===== src/rtl/alu_rs_if.sv =====
// Issue, CDB snoop and execute-dispatch signals between the decoder/CDB side and the ALU
// reservation station.
interface alu_rs_if;
  logic        iss_valid;
  logic [5:0]  iss_op;
  logic [31:0] iss_vj;
  logic [31:0] iss_vk;
  logic        iss_qj_busy;
  logic        iss_qk_busy;
  logic [3:0]  iss_qj;
  logic [3:0]  iss_qk;
  logic [3:0]  iss_rob;
  logic        alu_cdb_valid;
  logic [3:0]  alu_cdb_rob;
  logic [31:0] alu_cdb_val;
  logic        lsb_cdb_valid;
  logic [3:0]  lsb_cdb_rob;
  logic [31:0] lsb_cdb_val;
  logic        full;
  logic        ex_flag;
  logic [31:0] ex_val1;
  logic [31:0] ex_val2;
  logic [5:0]  ex_op;
  logic [3:0]  ex_rob;

  modport slave (
    input  iss_valid, iss_op, iss_vj, iss_vk, iss_qj_busy, iss_qk_busy, iss_qj, iss_qk, iss_rob,
    input  alu_cdb_valid, alu_cdb_rob, alu_cdb_val, lsb_cdb_valid, lsb_cdb_rob, lsb_cdb_val,
    output full, ex_flag, ex_val1, ex_val2, ex_op, ex_rob
  );

  modport master (
    output iss_valid, iss_op, iss_vj, iss_vk, iss_qj_busy, iss_qk_busy, iss_qj, iss_qk, iss_rob,
    output alu_cdb_valid, alu_cdb_rob, alu_cdb_val, lsb_cdb_valid, lsb_cdb_rob, lsb_cdb_val,
    input  full, ex_flag, ex_val1, ex_val2, ex_op, ex_rob
  );
endinterface


===== src/rtl/alu_rs.sv =====
// Eight-entry ALU reservation station: issues into the lowest free slot, snoops both CDBs and
// dispatches the lowest-index ready entry each cycle.
module alu_rs (
  input  logic    clk_in,
  input  logic    rst_n,
  input  logic    rdy_in,
  input  logic    clr_in,
  alu_rs_if.slave bus
);
  localparam int Depth = 8;
  localparam int IdxW  = 3;

  typedef struct packed {
    logic        busy;
    logic [5:0]  op;
    logic [31:0] vj;
    logic [31:0] vk;
    logic        qj_busy;
    logic [3:0]  qj;
    logic        qk_busy;
    logic [3:0]  qk;
    logic [3:0]  rob;
  } entry_t;

  entry_t [Depth-1:0] ent_q, ent_d;
  logic               ex_flag_q, ex_flag_d;
  logic [31:0]        ex_val1_q, ex_val1_d;
  logic [31:0]        ex_val2_q, ex_val2_d;
  logic [5:0]         ex_op_q, ex_op_d;
  logic [3:0]         ex_rob_q, ex_rob_d;

  logic [Depth-1:0]   busy_vec;
  logic               free_found, disp_found;
  logic [IdxW-1:0]    free_idx, disp_idx;

  // Returns {still_pending, value}; the ALU CDB wins when both ports carry the same tag.
  function automatic logic [32:0] resolve(input logic pend, input logic [3:0] tag,
                                          input logic [31:0] val,
                                          input logic av, input logic [3:0] at,
                                          input logic [31:0] ad,
                                          input logic lv, input logic [3:0] lt,
                                          input logic [31:0] ld);
    logic [32:0] r;
    r = {pend, val};
    if (pend && av && (at == tag)) begin
      r = {1'b0, ad};
    end else if (pend && lv && (lt == tag)) begin
      r = {1'b0, ld};
    end
    return r;
  endfunction

  always_comb begin
    busy_vec   = '0;
    free_found = 1'b0;
    free_idx   = '0;
    disp_found = 1'b0;
    disp_idx   = '0;
    for (int i = 0; i < Depth; i++) begin
      busy_vec[i] = ent_q[i].busy;
      if (!free_found && !ent_q[i].busy) begin
        free_found = 1'b1;
        free_idx   = IdxW'(i);
      end
      if (!disp_found && ent_q[i].busy && !ent_q[i].qj_busy && !ent_q[i].qk_busy) begin
        disp_found = 1'b1;
        disp_idx   = IdxW'(i);
      end
    end
  end

  assign bus.full = &busy_vec;

  always_comb begin
    ent_d     = ent_q;
    ex_flag_d = 1'b0;
    ex_val1_d = '0;
    ex_val2_d = '0;
    ex_op_d   = '0;
    ex_rob_d  = '0;
    if (clr_in) begin
      for (int i = 0; i < Depth; i++) begin
        ent_d[i].busy = 1'b0;
      end
    end else if (!rdy_in) begin
      ex_flag_d = ex_flag_q;
      ex_val1_d = ex_val1_q;
      ex_val2_d = ex_val2_q;
      ex_op_d   = ex_op_q;
      ex_rob_d  = ex_rob_q;
    end else begin
      for (int i = 0; i < Depth; i++) begin
        if (ent_q[i].busy) begin
          {ent_d[i].qj_busy, ent_d[i].vj} = resolve(ent_q[i].qj_busy, ent_q[i].qj, ent_q[i].vj,
              bus.alu_cdb_valid, bus.alu_cdb_rob, bus.alu_cdb_val,
              bus.lsb_cdb_valid, bus.lsb_cdb_rob, bus.lsb_cdb_val);
          {ent_d[i].qk_busy, ent_d[i].vk} = resolve(ent_q[i].qk_busy, ent_q[i].qk, ent_q[i].vk,
              bus.alu_cdb_valid, bus.alu_cdb_rob, bus.alu_cdb_val,
              bus.lsb_cdb_valid, bus.lsb_cdb_rob, bus.lsb_cdb_val);
        end
      end
      if (disp_found) begin
        ex_flag_d = 1'b1;
        ex_val1_d = ent_q[disp_idx].vj;
        ex_val2_d = ent_q[disp_idx].vk;
        ex_op_d   = ent_q[disp_idx].op;
        ex_rob_d  = ent_q[disp_idx].rob;
        ent_d[disp_idx].busy = 1'b0;
      end
      // free_idx comes from the registered busy bits, so it never aliases the dispatching slot.
      if (bus.iss_valid && free_found) begin
        ent_d[free_idx].busy = 1'b1;
        ent_d[free_idx].op   = bus.iss_op;
        ent_d[free_idx].qj   = bus.iss_qj;
        ent_d[free_idx].qk   = bus.iss_qk;
        ent_d[free_idx].rob  = bus.iss_rob;
        {ent_d[free_idx].qj_busy, ent_d[free_idx].vj} = resolve(bus.iss_qj_busy, bus.iss_qj,
            bus.iss_vj, bus.alu_cdb_valid, bus.alu_cdb_rob, bus.alu_cdb_val,
            bus.lsb_cdb_valid, bus.lsb_cdb_rob, bus.lsb_cdb_val);
        {ent_d[free_idx].qk_busy, ent_d[free_idx].vk} = resolve(bus.iss_qk_busy, bus.iss_qk,
            bus.iss_vk, bus.alu_cdb_valid, bus.alu_cdb_rob, bus.alu_cdb_val,
            bus.lsb_cdb_valid, bus.lsb_cdb_rob, bus.lsb_cdb_val);
      end
    end
  end

  always_ff @(posedge clk_in or negedge rst_n) begin
    if (!rst_n) begin
      ent_q     <= '0;
      ex_flag_q <= 1'b0;
      ex_val1_q <= '0;
      ex_val2_q <= '0;
      ex_op_q   <= '0;
      ex_rob_q  <= '0;
    end else begin
      ent_q     <= ent_d;
      ex_flag_q <= ex_flag_d;
      ex_val1_q <= ex_val1_d;
      ex_val2_q <= ex_val2_d;
      ex_op_q   <= ex_op_d;
      ex_rob_q  <= ex_rob_d;
    end
  end

  assign bus.ex_flag = ex_flag_q;
  assign bus.ex_val1 = ex_val1_q;
  assign bus.ex_val2 = ex_val2_q;
  assign bus.ex_op   = ex_op_q;
  assign bus.ex_rob  = ex_rob_q;
endmodule

===== src/flat_wrapper.sv =====
// flat-port wrapper written by rule: the top's interface ports become plain ports
module alu_rs_flat 
  (clk_in, rst_n, rdy_in, clr_in, bus_iss_valid, bus_iss_op, bus_iss_vj, bus_iss_vk, bus_iss_qj_busy, bus_iss_qk_busy, bus_iss_qj, bus_iss_qk, bus_iss_rob, bus_alu_cdb_valid, bus_alu_cdb_rob, bus_alu_cdb_val, bus_lsb_cdb_valid, bus_lsb_cdb_rob, bus_lsb_cdb_val, bus_full, bus_ex_flag, bus_ex_val1, bus_ex_val2, bus_ex_op, bus_ex_rob);
  alu_rs_if bus_i ();
  input  logic clk_in;
  input  logic rst_n;
  input  logic rdy_in;
  input  logic clr_in;
  input wire logic [$bits(bus_i.iss_valid)-1:0] bus_iss_valid;
  input wire logic [$bits(bus_i.iss_op)-1:0] bus_iss_op;
  input wire logic [$bits(bus_i.iss_vj)-1:0] bus_iss_vj;
  input wire logic [$bits(bus_i.iss_vk)-1:0] bus_iss_vk;
  input wire logic [$bits(bus_i.iss_qj_busy)-1:0] bus_iss_qj_busy;
  input wire logic [$bits(bus_i.iss_qk_busy)-1:0] bus_iss_qk_busy;
  input wire logic [$bits(bus_i.iss_qj)-1:0] bus_iss_qj;
  input wire logic [$bits(bus_i.iss_qk)-1:0] bus_iss_qk;
  input wire logic [$bits(bus_i.iss_rob)-1:0] bus_iss_rob;
  input wire logic [$bits(bus_i.alu_cdb_valid)-1:0] bus_alu_cdb_valid;
  input wire logic [$bits(bus_i.alu_cdb_rob)-1:0] bus_alu_cdb_rob;
  input wire logic [$bits(bus_i.alu_cdb_val)-1:0] bus_alu_cdb_val;
  input wire logic [$bits(bus_i.lsb_cdb_valid)-1:0] bus_lsb_cdb_valid;
  input wire logic [$bits(bus_i.lsb_cdb_rob)-1:0] bus_lsb_cdb_rob;
  input wire logic [$bits(bus_i.lsb_cdb_val)-1:0] bus_lsb_cdb_val;
  output wire logic [$bits(bus_i.full)-1:0] bus_full;
  output wire logic [$bits(bus_i.ex_flag)-1:0] bus_ex_flag;
  output wire logic [$bits(bus_i.ex_val1)-1:0] bus_ex_val1;
  output wire logic [$bits(bus_i.ex_val2)-1:0] bus_ex_val2;
  output wire logic [$bits(bus_i.ex_op)-1:0] bus_ex_op;
  output wire logic [$bits(bus_i.ex_rob)-1:0] bus_ex_rob;
  assign bus_i.iss_valid = bus_iss_valid;
  assign bus_i.iss_op = bus_iss_op;
  assign bus_i.iss_vj = bus_iss_vj;
  assign bus_i.iss_vk = bus_iss_vk;
  assign bus_i.iss_qj_busy = bus_iss_qj_busy;
  assign bus_i.iss_qk_busy = bus_iss_qk_busy;
  assign bus_i.iss_qj = bus_iss_qj;
  assign bus_i.iss_qk = bus_iss_qk;
  assign bus_i.iss_rob = bus_iss_rob;
  assign bus_i.alu_cdb_valid = bus_alu_cdb_valid;
  assign bus_i.alu_cdb_rob = bus_alu_cdb_rob;
  assign bus_i.alu_cdb_val = bus_alu_cdb_val;
  assign bus_i.lsb_cdb_valid = bus_lsb_cdb_valid;
  assign bus_i.lsb_cdb_rob = bus_lsb_cdb_rob;
  assign bus_i.lsb_cdb_val = bus_lsb_cdb_val;
  assign bus_full = bus_i.full;
  assign bus_ex_flag = bus_i.ex_flag;
  assign bus_ex_val1 = bus_i.ex_val1;
  assign bus_ex_val2 = bus_i.ex_val2;
  assign bus_ex_op = bus_i.ex_op;
  assign bus_ex_rob = bus_i.ex_rob;
  alu_rs u_core (.clk_in(clk_in), .rst_n(rst_n), .rdy_in(rdy_in), .clr_in(clr_in), .bus(bus_i));
endmodule

===== config.mk =====
export PLATFORM = sky130hd
export DESIGN_NAME = alu_rs_flat
export DESIGN_NICKNAME = d
export VERILOG_FILES = /design/src/rtl/alu_rs_if.sv /design/src/rtl/alu_rs.sv /design/src/flat_wrapper.sv
export SDC_FILE = /design/constraint.sdc
export NUM_CORES = 2
export LEC_CHECK = 0
export CAP_MARGIN = 25
export CELL_PAD_IN_SITES_DETAIL_PLACEMENT = 0
export CELL_PAD_IN_SITES_GLOBAL_PLACEMENT = 2
export CORE_MARGIN = 5
export CORE_UTILIZATION = 40
export CTS_BUF_LIST = sky130_fd_sc_hd__clkbuf_8
export DETAILED_ROUTE_END_ITERATION = 10
export DONT_BUFFER_PORTS = 1
export PLACE_DENSITY = 0.89
export SLEW_MARGIN = 20
export SYNTH_ARGS = -nofsm -noshare
export SYNTH_HDL_FRONTEND = slang
export SYNTH_SLANG_ARGS = --single-unit

===== constraint.sdc =====
create_clock -name clk_in -period 2.6 [get_ports clk_in]
set_input_delay 0.39 -clock clk_in [delete_from_list [all_inputs] [get_ports clk_in]]
set_output_delay 0.39 -clock clk_in [all_outputs]
set_load 0.02 [all_outputs]

==> results <==
- The clock drives 755 sinks.
- In this run, synthesis produced a sequential element count of 755.
- The final-stage net count is 4897.
- The total global routing overflow is 0.
- The initial core utilization is 0.4018.
- The detailed-route wire length on metal 1 is 79.83 mm.
- The synthesis-to-finish area growth is 17.63%.
- Setup repair after global routing could not meet its margin everywhere.
- Counting along the longest clock path gives a buffer depth of 3.
- The DRC violations left is 2.
- For this design the top-level I/O count stands at 239.
- The maximum cell stage delay along the critical path is 0.50 ns.
- The number of synthesized flops with an enable pin is 0.
- The half-perimeter wire length after detailed placement is 129.9 mm.
- The detail-routed via count per cell is 7.396.
- The core footprint is 0.1086 mm2.
- Routed signal wires occupy layers up through met5.
- After synthesis, the netlist uses 81 different library cells.
- The largest net degree at the start of global routing is 756.
- In this run the number of H-tree levels came out at 4.
- In this run the cell area measured after placement is 0.04658 mm2.
- On the final layout, the worst hold slack is 0.01742 ns.
- The critical path goes through or3b_2, buf_4, nand2b_4, buf_4, o22ai_1, a22o_1, o41ai_2.
- Along the worst path, the maximum fanout reaches 21.
- After synthesis the cells add up to 0.04362 mm2.
- Across the VDD grid, the largest voltage drop is 0.3551 mV.
- Of all flip-flops after synthesis, the portion carrying an async set or reset was 1.000.
- The final routed wirelength across all metal layers is 226.3 mm.
- The number of slew-limit violations in the final report is 0.
- The clock latency of the later-clocked register in the worst-skew pair is 0.84 ns.
- The buffer type at the clock tree root is sky130_fd_sc_hd__clkbuf_8.
- In the final routed layout, each cell accounts on average for 36.02 um.
- The final reports fail on design-rule violations, negative setup slack.
- The final route contains 46470 vias.
- The global-route total usage across every layer is 0.3677.
- Among the stages of the critical path, the cell type that occurs most often is sky130_fd_sc_hd__buf_4.
- The number of nets still failing antenna checks after routing is 0.
- For this block, the initial DRC count from the detailed router was 8129.
- The final worst setup slack is -0.05382 ns.
- The final period demand of the worst path is 2.654 ns.
- STA puts the critical path data required time at 3.34 ns.
- Leaving out fill and tap cells, the most frequent cells in the layout are sky130_fd_sc_hd__dfrtp_1 (752), sky130_fd_sc_hd__o22ai_1 (511), sky130_fd_sc_hd__nand2_1 (342), sky130_fd_sc_hd__nor2_1 (307), sky130_fd_sc_hd__inv_1 (250).
- The net count after synthesis is 4947.
- The finished cells cover 0.05131 mm2.
- The critical path capture point type is a flip-flop.
- The number of global-route vias before repair is 44720.
- The initial antenna violation count is 18.
- The die covers 0.1158 mm2.
- The global-route wire length before repair is 318.9 mm.
- For the final routed database, the setup TNS stands at -0.05618 ns.
- Headroom to the max-slew limit came out at 0.2247.
- During synthesis, Yosys emitted a total of 0 warnings.
- The clock buffer count from CTS is 141.
- Setup violations remaining at the end of the flow were counted as 2.
- The flow ran to the end, but the final reports show violations.
- The cell class contributing the biggest share of worst-path delay is compound AO/OA/AOI/OAI gates.
- Of the cells placed in the final design, the portion with a size suffix greater than 1 is 0.1748.
- Of the available clock period, the critical path in the final layout requires 1.021.
- The clock tree from TritonCTS is built.
- The most instantiated flip-flop cell in the synthesis netlist is sky130_fd_sc_hd__dfrtp_1.
- The mean cell area of the mapped netlist is 9.118 um2.
- The final worst clock skew is 0.04098 ns.
- Leaving out fill and tap cells, the most frequent cell in the layout is sky130_fd_sc_hd__dfrtp_1.
- The floorplan has 121 rows.
- The first-pass detailed-route iteration total is 11.
- Data arrives at the worst endpoint at 3.39 ns.
- The number of filler instances in the final layout is 10170.
- The cell count after synthesis is 4784.
- The die boundary width is 340.2 um.
- The areal power density over the cells is 571.1 mW/mm2.
- After detailed routing, the met2 layer carries 97.07 mm of wire.
- The final RePlAce weighted congestion is 0.9446.
- Of the synthesized area, sequential elements account for 0.4331.
- Together, buffers and inverters on the worst path number 2.
- The pin slew with the least headroom to its limit is 1.159 ns.
- The static leakage power is 22.11 nW.
- The slowest stage cell on the critical path is sky130_fd_sc_hd__or3b_2.
- The critical path is of the flip-flop to flip-flop type.
- The met3 wirelength from detailed routing is 31.00 mm.
- After clock tree synthesis, the clock-pin slew on the worst setup and hold paths is 0.07 ns.
- The total count of hold-check failures in the final report is 0.
- From bottom edge to top edge, the die measures 340.2 um.
- Based on the critical path, the design can be clocked at up to 376.8 MHz.
- STA classifies the critical path startpoint as a flip-flop.
- The worst hold path belongs to the class input pin to asynchronous set/reset pin.
- The tool flagged a number of max-cap violations equal to 0.
- The count of port buffers added during placement is 0.
-- cells in the mapped netlist (33+ instances only) --
| cell | count | area share |
|---|---|---|
| sky130_fd_sc_hd__a221oi_1 | 201 | 0.040 |
| sky130_fd_sc_hd__a222oi_1 | 130 | 0.030 |
| sky130_fd_sc_hd__a31o_2 | 44 | 0.0088 |
| sky130_fd_sc_hd__a21boi_0 | 36 | 0.0062 |
| sky130_fd_sc_hd__or3_1 | 69 | 0.0099 |
| sky130_fd_sc_hd__xnor2_1 | 50 | 0.010 |
| sky130_fd_sc_hd__inv_1 | 204 | 0.018 |
| sky130_fd_sc_hd__a21oi_1 | 162 | 0.019 |
| sky130_fd_sc_hd__and3_1 | 114 | 0.016 |
| sky130_fd_sc_hd__o22ai_1 | 511 | 0.073 |
| sky130_fd_sc_hd__nand2_1 | 348 | 0.030 |
| sky130_fd_sc_hd__mux2_2 | 83 | 0.021 |
| sky130_fd_sc_hd__mux2i_1 | 52 | 0.012 |
| sky130_fd_sc_hd__nor3_1 | 107 | 0.012 |
| sky130_fd_sc_hd__nand2b_1 | 34 | 0.0049 |
| sky130_fd_sc_hd__clkbuf_1 | 477 | 0.041 |
| sky130_fd_sc_hd__o221ai_1 | 54 | 0.011 |
| sky130_fd_sc_hd__xor2_1 | 61 | 0.012 |
| sky130_fd_sc_hd__dfrtp_1 | 755 | 0.43 |
| sky130_fd_sc_hd__o31ai_1 | 50 | 0.0086 |
| sky130_fd_sc_hd__o21ai_0 | 82 | 0.0094 |
| sky130_fd_sc_hd__o221a_2 | 33 | 0.0085 |
| sky130_fd_sc_hd__a211oi_1 | 98 | 0.017 |
| sky130_fd_sc_hd__buf_2 | 95 | 0.011 |
| sky130_fd_sc_hd__nor2_1 | 320 | 0.028 |
| sky130_fd_sc_hd__a22o_1 | 47 | 0.0094 |
| sky130_fd_sc_hd__o22a_1 | 42 | 0.0084 |
| sky130_fd_sc_hd__nand3_1 | 114 | 0.013 |
| sky130_fd_sc_hd__o41ai_1 | 53 | 0.011 |
-- power by group --
| part | total, mW | switching, mW | leakage, nW | internal [mW] |
|---|---|---|---|---|
| Combinational | 4.15 | 2.58 | 10.9 | 1.57 |
| Clock | 12.0 | 5.65 | 1.64 | 6.35 |
| Sequential | 13.2 | 0.615 | 9.58 | 12.6 |
| Total | 29.3 | 8.84 | 22.1 | 20.5 |
-- kinds of logic after synthesis --
family	synth area share
DFF	0.4331
AOI/OAI and AO/OA	0.3056
and+or+nand+nor	0.1289
xor gates and xnor gates	0.02229
muxes	0.03336
buffers and inverters	0.07670
-- worst paths after layout --
path	endpoint	cells after the start	slack, ns	start
min in group clk_in	u_core.ent_q[444]$_DFFE_PN0P_	3	0.04	bus_iss_vk[5]
worst min-delay path	asynchronous set/reset pin	2	0.02	rst_n
worst max-delay path	u_core.bus.ex_val2[7]$_DFFE_PN0P_	7	-0.05	u_core.ent_q[353]$_DFFE_PN0P_
worst min register to register	flip-flop	2	0.47	flip-flop
worst max register to register	u_core.bus.ex_val2[7]$_DFFE_PN0P_	7	-0.05	u_core.ent_q[353]$_DFFE_PN0P_
max in group asynchronous	u_core.bus.ex_val2[7]$_DFFE_PN0P_	4	0.71	rst_n
-- through the flow --
step	util	setup slack (ns)	cells	power, mW
6_report	0.4727	-0.05382	6283	29.30
5_1_grt	0.4725	-0.03507	6274	30.11
4_1_cts	0.4657	0.00009170	6225	28.78
3_5_place_dp	0.4291	-0.02003	5866	16.45
3_3_place_gp	0.4291	0.002124	5866	16.38
2_1_floorplan	-	0.2089	4784	15.56
-- timing repair --
| action | in CTS | in global routing |
|---|---|---|
| endpoints found under the hold margin | 1442 | 319 |
| buffers inserted | 0 | 14 |
| endpoints found under the setup margin | 4 | 53 |
| pin swaps | 1 | 6 |
| gates cloned | 0 | 6 |
| resized for setup | 3 | 46 |
| hold buffers | 111 | 2 |
-- final cells by class --
| class | count | area [um2] | area share |
|---|---|---|---|
| multi-input cells | 3196 | 21930 | 0.4273 |
| flip-flops and latches | 755 | 18900 | 0.3683 |
| repair buffers | 434 | 5027 | 0.09798 |
| clock buffers | 181 | 2491 | 0.04855 |
| well taps | 1414 | 1769 | 0.03448 |
| inverters | 206 | 773.2 | 0.01507 |
| clock inverters | 67 | 350.3 | 0.006828 |
| diodes | 30 | 75.07 | 0.001463 |
-- routing by layer --
| layer | vias up | track usage |
|---|---|---|
| li1 | 18250 | - |
| met1 | 22870 | 0.4535 |
| met2 | 4220 | 0.5542 |
| met3 | 1110 | 0.1154 |
| met4 | 12 | 0.2444 |
| met5 | - | 0.002500 |
(Power assumes the default switching activity.)
